$ cat src/rtl/immediate_field_encoder.sv
// Compresses a byte value/offset into a selectable instruction immediate field and queues
// results in a 2-entry in-order buffer. Optional error counter: define IMMENC_ERRCNT_EN.
module immediate_field_encoder (
    input  logic        Clk,
    input  logic        Clr,
    input  logic        in_valid,
    output logic        in_ready,
    input  logic [31:0] in_value,
    input  logic [31:0] in_tmpl,
    input  logic [2:0]  in_sel,
    output logic        out_valid,
    input  logic        out_ready,
    output logic [31:0] out_word,
    output logic        out_err,
    output logic [1:0]  out_code,
    output logic [15:0] err_count
);

    typedef enum logic [1:0] {
        S_EMPTY = 2'd0,
        S_ONE   = 2'd1,
        S_TWO   = 2'd2
    } state_e;

    typedef enum logic [1:0] {
        C_OK       = 2'd0,
        C_RANGE    = 2'd1,
        C_MISALIGN = 2'd2,
        C_ILLEGAL  = 2'd3
    } code_e;

    typedef struct packed {
        logic [31:0] word;
        logic        err;
        code_e       code;
    } entry_t;

    state_e state_q;
    entry_t head_q;
    entry_t tail_q;
    entry_t enc_d;

    logic push;
    logic pop;

    logic [31:0] field_mask;
    logic [31:0] field_val;
    logic        overflow;
    logic        misaligned;
    logic        illegal;

    // True when every bit of the slice is a copy of the sign, i.e. the value sign-extends.
    function automatic logic all_same(input logic [31:0] bits, input int unsigned lsb);
        logic [31:0] mask;
        mask = 32'hFFFF_FFFF << lsb;
        return ((bits & mask) == mask) || ((bits & mask) == 32'h0);
    endfunction

    // NOTE: every signal written in always_comb gets a default first so no path leaves it
    // unassigned; a missing default infers a latch.
    always_comb begin
        field_mask = 32'h0;
        field_val  = 32'h0;
        overflow   = 1'b0;
        misaligned = 1'b0;
        illegal    = 1'b0;
        case (in_sel)
            3'd0: begin
                field_mask = 32'h0000_1FFF;
                field_val  = {19'h0, in_value[12:0]};
                overflow   = !all_same(in_value, 12);
            end
            3'd1: begin
                field_mask = 32'h003F_FFFF;
                field_val  = {10'h0, in_value[21:0]};
                overflow   = !all_same(in_value, 21);
            end
            3'd2: begin
                field_mask = 32'h3FFF_FFFF;
                field_val  = {2'h0, in_value[29:0]};
                overflow   = !all_same(in_value, 29);
            end
            3'd3: begin
                field_mask = 32'h3FFF_FFFF;
                field_val  = {2'h0, in_value[31:2]};
                misaligned = |in_value[1:0];
            end
            3'd4: begin
                field_mask = 32'h003F_FFFF;
                field_val  = {10'h0, in_value[21:0]};
                overflow   = |in_value[31:22];
            end
            3'd5: begin
                field_mask = 32'h003F_FFFF;
                field_val  = {10'h0, in_value[23:2]};
                misaligned = |in_value[1:0];
                overflow   = !all_same(in_value, 23);
            end
            default: illegal = 1'b1;
        endcase

        if (illegal)         enc_d.code = C_ILLEGAL;
        else if (misaligned) enc_d.code = C_MISALIGN;
        else if (overflow)   enc_d.code = C_RANGE;
        else                 enc_d.code = C_OK;
        enc_d.err  = (enc_d.code != C_OK);
        // Illegal selects carry an all-zero mask, so the template passes through untouched.
        enc_d.word = (in_tmpl & ~field_mask) | (enc_d.err ? 32'h0 : field_val);
    end

    assign in_ready  = (state_q != S_TWO);
    assign out_valid = (state_q != S_EMPTY);
    assign push      = in_valid && in_ready;
    assign pop       = out_valid && out_ready;

    assign out_word = head_q.word;
    assign out_err  = head_q.err;
    assign out_code = head_q.code;

    // NOTE: the two data entries are reset along with the state so out_* read zero during
    // reset and discarded entries never reappear; this buffer is tiny, so the cost is nil.
    always_ff @(posedge Clk or negedge Clr) begin
        if (!Clr) begin
            state_q <= S_EMPTY;
            head_q  <= '0;
            tail_q  <= '0;
        end else begin
            case (state_q)
                S_EMPTY: begin
                    if (push) begin
                        head_q  <= enc_d;
                        state_q <= S_ONE;
                    end
                end
                S_ONE: begin
                    if (push && pop) begin
                        head_q <= enc_d;
                    end else if (push) begin
                        tail_q  <= enc_d;
                        state_q <= S_TWO;
                    end else if (pop) begin
                        state_q <= S_EMPTY;
                    end
                end
                S_TWO: begin
                    if (pop) begin
                        head_q  <= tail_q;
                        state_q <= S_ONE;
                    end
                end
                default: state_q <= S_EMPTY;
            endcase
        end
    end

`ifdef IMMENC_ERRCNT_EN
    logic [15:0] err_cnt_q;

    always_ff @(posedge Clk or negedge Clr) begin
        if (!Clr) begin
            err_cnt_q <= 16'h0;
        end else if (push && enc_d.err && (err_cnt_q != 16'hFFFF)) begin
            err_cnt_q <= err_cnt_q + 16'h1;
        end
    end

    assign err_count = err_cnt_q;
`else
    assign err_count = 16'h0;
`endif

endmodule

$ cat config.mk
export PLATFORM = sky130hd
export DESIGN_NAME = immediate_field_encoder
export DESIGN_NICKNAME = d
export VERILOG_FILES = /design/src/rtl/immediate_field_encoder.sv
export SDC_FILE = /design/constraint.sdc
export NUM_CORES = 1
export LEC_CHECK = 0
export CAP_MARGIN = 25
export CORE_MARGIN = 4
export CORE_UTILIZATION = 35
export CTS_CLUSTER_SIZE = 24
export DETAILED_ROUTE_END_ITERATION = 10
export GPL_ROUTABILITY_DRIVEN = 0
export SETUP_SLACK_MARGIN = 0.1
export SKIP_LAST_GASP = 1
export SLEW_MARGIN = 40
export SYNTH_ARGS = -nofsm -noshare
export SYNTH_HDL_FRONTEND = slang
export SYNTH_SLANG_ARGS = --single-unit
export TNS_END_PERCENT = 10
$ cat constraint.sdc
create_clock -name Clk -period 2.9 [get_ports Clk]
set_input_delay 0.725 -clock Clk [delete_from_list [all_inputs] [get_ports Clk]]
set_output_delay 0.725 -clock Clk [all_outputs]
set_load 0.01 [all_outputs]
==> run summary <==
The die boundary height is 122 um. The run finished with clean final reports. The antenna diode count is 0.

Of the total power, registers draw 36.8%. The number of hold buffers added after CTS was 0. The die span in x is 122 um.

Static timing analysis puts the maximum clock frequency at slightly below 400 MHz. The initial core utilization is a little over a third. The total wire length came out at about 14 mm. The synthesis-to-layout area growth came out at 36.8%. The clock edge transition at the registers on the reported setup and hold paths came out at 0.06 ns. The final cycle utilization of the critical path came out at 88.7%. The largest net degree at the start of global routing is 49. The dominant register cell in the synthesized netlist is sky130_fd_sc_hd__dfrtp_1. The CTS tree is built. The number of global-route vias before repair is 4475.

The library cell occupying the most area in the post-synthesis netlist is sky130_fd_sc_hd__dfrtp_1. The combinational share of power came out at 31.7%. The post-route worst hold slack came out at between 0.4 and 0.5 ns. The data required time at the worst endpoint came out at 3.16 ns. The routed length per instance is between 15 and 20 um. The power consumption came out at ~4 mW. The fraction of post-synthesis cell area in the top cell type by area came out at 39.6%. STA classifies the critical path startpoint as a primary input. The share of flip-flops with an asynchronous set or reset is 100%. The via total after detailed routing came out at 4540. The synthesized netlist cell count came out at 552. The insertion delay to the later sink of the worst-skew pair is 0.34 ns.

The average vias per placed instance is 5.41. The number of flops mapped to enable cells by yosys is 0. The net switching power came out at approximately 1.3 mW. Once layout is complete, the utilization of the core stands at 49.1%. The internal power summed over all cells came out at about 2.8 mW. The critical path in this run is classified as in -> reg. The net total in the final layout came out at 733.

The detailed-router iteration count before antenna repair is 5. The relative contribution of the clock network to total power came out at roughly a third. VDD sags by at most 0.260 mV. STA puts the critical path data arrival time at about 2.8 ns. The number of max-slew violations in the final report came out at 0. The number of buffers added by the clock tree synthesis step came out at 9. The post-place setup slack is 0.0184 ns. The flop and latch count out of synthesis came out at 72. The netlist uses around 50 different library cells.

The area inside the core boundary is 12700 sq um. By area the synthesized netlist is led by sky130_fd_sc_hd__dfrtp_1 40%, sky130_fd_sc_hd__nand2_1 5.9%, sky130_fd_sc_hd__a21oi_1 5.5%, sky130_fd_sc_hd__mux2i_1 5.5%, sky130_fd_sc_hd__o21ai_0 4.8%. The count of buffers added by post-CTS timing repair for setup is 0.

The total placed cells including tap cells came out at between 800 and 900. In this run the static leakage power is 2.59 nW. The post-detailed-placement half-perimeter wirelength is 10.4 mm.

The kind of end point of the critical path is a flip-flop. The proportion of layout cells with a drive suffix above 1 is roughly 12%. The I/O pin total came out at 124. The aggregate negative setup slack came out at 0 ns. The maximum clock path buffer count is 2. After synthesis, flip-flops and latches occupy 39.6% of the total area. The number of setup violations in the final report came out at 0. The average footprint of a synthesized cell is 8.23 sq um. Setup repair after global routing left no endpoint under its margin.

Clock tree synthesis selected as its root buffer the cell sky130_fd_sc_hd__clkbuf_16. In this run the worst path has a maximum fanout of 18. Of the total power, the share spent switching nets is 31.1%. After layout, the worst setup slack is 0.327 ns. Global routing finished with a remaining overflow of 0. The max capacitance violation total came out at 0. In this run the core area contains 41 standard-cell rows. Counting every sink on the clock net gives 72.

The DRC marker count from the first detailed-route iteration is 367. The post-cts sizing count is 0. The power density over the cells is 660 nW/um^2.

The total number of H-tree levels came out at 3. The die area is 14900 sq um. The first global-routing pass estimated approximately 23 mm of wire.

For the final database, setup skew stands at 0.00510 ns. Buffers placed on the I/O ports in this run total 107. The worst min-delay path category is in -> async. The post-layout instance count excluding filler cells came out at around 840. The count of synthesis-stage warnings from yosys is 0. The initial antenna violation count is 0. The post-place instance area is 5870 sq um. The post-layout minimum cycle time is roughly 2.6 ns. With fillers left out, the area of the finished cells amounts to a little over 6000 sq um. The netlist area before placement came out at 4540 sq um.

The post-route DRC violation count is 0. The relative slew slack is 47.4%. At the pin with the least slew margin, the transition time is just under 0.8 ns. The remaining antenna violation count after routing is 0. The total routing usage reported by global routing is 19.8%.

The final-report hold violation count came out at 0.
-- synth_stat cells, drive strengths merged (4+ instances only) --
cell and number:
nand2b 4, o22ai 18, a31oi 23, nand3 4, nor3 6, inv 12, buf 29, mux2i 25
nand2 72, nor2 46, nor2b 10, o221a 5, a21boi 7, a32oi 7, and3 14, clkbuf 29
a21o 8, nand4 21, or3b 7, a21oi 50, o21ai 57, dfrtp 72
-- metal layers --
layer | wire (um) | global-route usage, % | vias up
met4 | 136 | 5.04 | 0
met5 | 0 | 0 | -
met2 | 6480 | 30.7 | 137
met3 | 824 | 4.41 | 13
met1 | 6900 | 28.1 | 2196
li1 | - | - | 2194
-- state kept, by name, summed over array words and instances, names as in the netlist --
name      count
out_word     32
out_code      2
tail_q       35
out_err       1
state_q       2
-- layout by cell type, fill, tap and decap left out, types with 16 or more instances in the layout --
master                              n
sky130_fd_sc_hd__clkdlybuf4s50_1  105
sky130_fd_sc_hd__nand2_1           72
sky130_fd_sc_hd__dfrtp_1           72
sky130_fd_sc_hd__a21oi_1           50
sky130_fd_sc_hd__nor2_1            45
sky130_fd_sc_hd__o21ai_0           44
sky130_fd_sc_hd__buf_4             34
sky130_fd_sc_hd__mux2i_1           25
sky130_fd_sc_hd__a31oi_1           23
sky130_fd_sc_hd__nand4_1           21
sky130_fd_sc_hd__o22ai_1           18
sky130_fd_sc_hd__conb_1            16
-- power groups by stage --
| stage | Sequential, mW | Clock (mW) | Combinational [mW] |
|---|---|---|---|
| after floorplan | 1.56 | 0 | 0.613 |
| after global placement | 1.52 | 0 | 1.27 |
| after detailed placement | 1.53 | 0 | 1.31 |
| after CTS | 1.51 | 1.31 | 1.31 |
| after global routing | 1.55 | 1.35 | 1.45 |
| final | 1.51 | 1.29 | 1.30 |
-- kinds of logic after synthesis --
logic type,share of synthesized area [%]
compound gates,25.1
buf+inv,7.65
flops,39.6
mux,5.75
other cells,0.0825
simple gates,21.7
-- worst max-delay path, cell delays in order --
cell and delay, ns:
sky130_fd_sc_hd__clkdlybuf4s50_1 0.71, sky130_fd_sc_hd__buf_4 0.30, sky130_fd_sc_hd__o21ai_1 0.21, sky130_fd_sc_hd__a32oi_1 0.23
sky130_fd_sc_hd__a21boi_0 0.28, sky130_fd_sc_hd__nand4_1 0.15, sky130_fd_sc_hd__a31oi_1 0.21
-- final cells by class --
type                            count  area (sq um)
Multi-Input combinational cell    424          2470
Fill cell                        1256          6450
Timing Repair Buffer              142          1340
Sequential cell                    72          1800
Clock buffer                        9           225
Clock inverter                      7           120
Inverter                           13          48.8
Tap cell                          172           215
-- worst paths after layout --
| kind | slack (ns) | start | to | depth (start not counted) |
|---|---|---|---|---|
| worst max-delay path | 0.33 | in_sel[1] | tail_q[10] | 7 |
| worst min-delay path | 0.41 | Clr | tail_q[14] | 1 |
| worst max register to register | 1.11 | state_q[1] | out_word[3] | 5 |
| worst min register to register | 0.48 | tail_q[28] | tail_q[28] | 2 |
| max in group asynchronous | 1.80 | Clr | out_word[24] | 2 |
| min in group Clk | 0.48 | tail_q[28] | tail_q[28] | 2 |
Power figures use the tool's default switching activity.
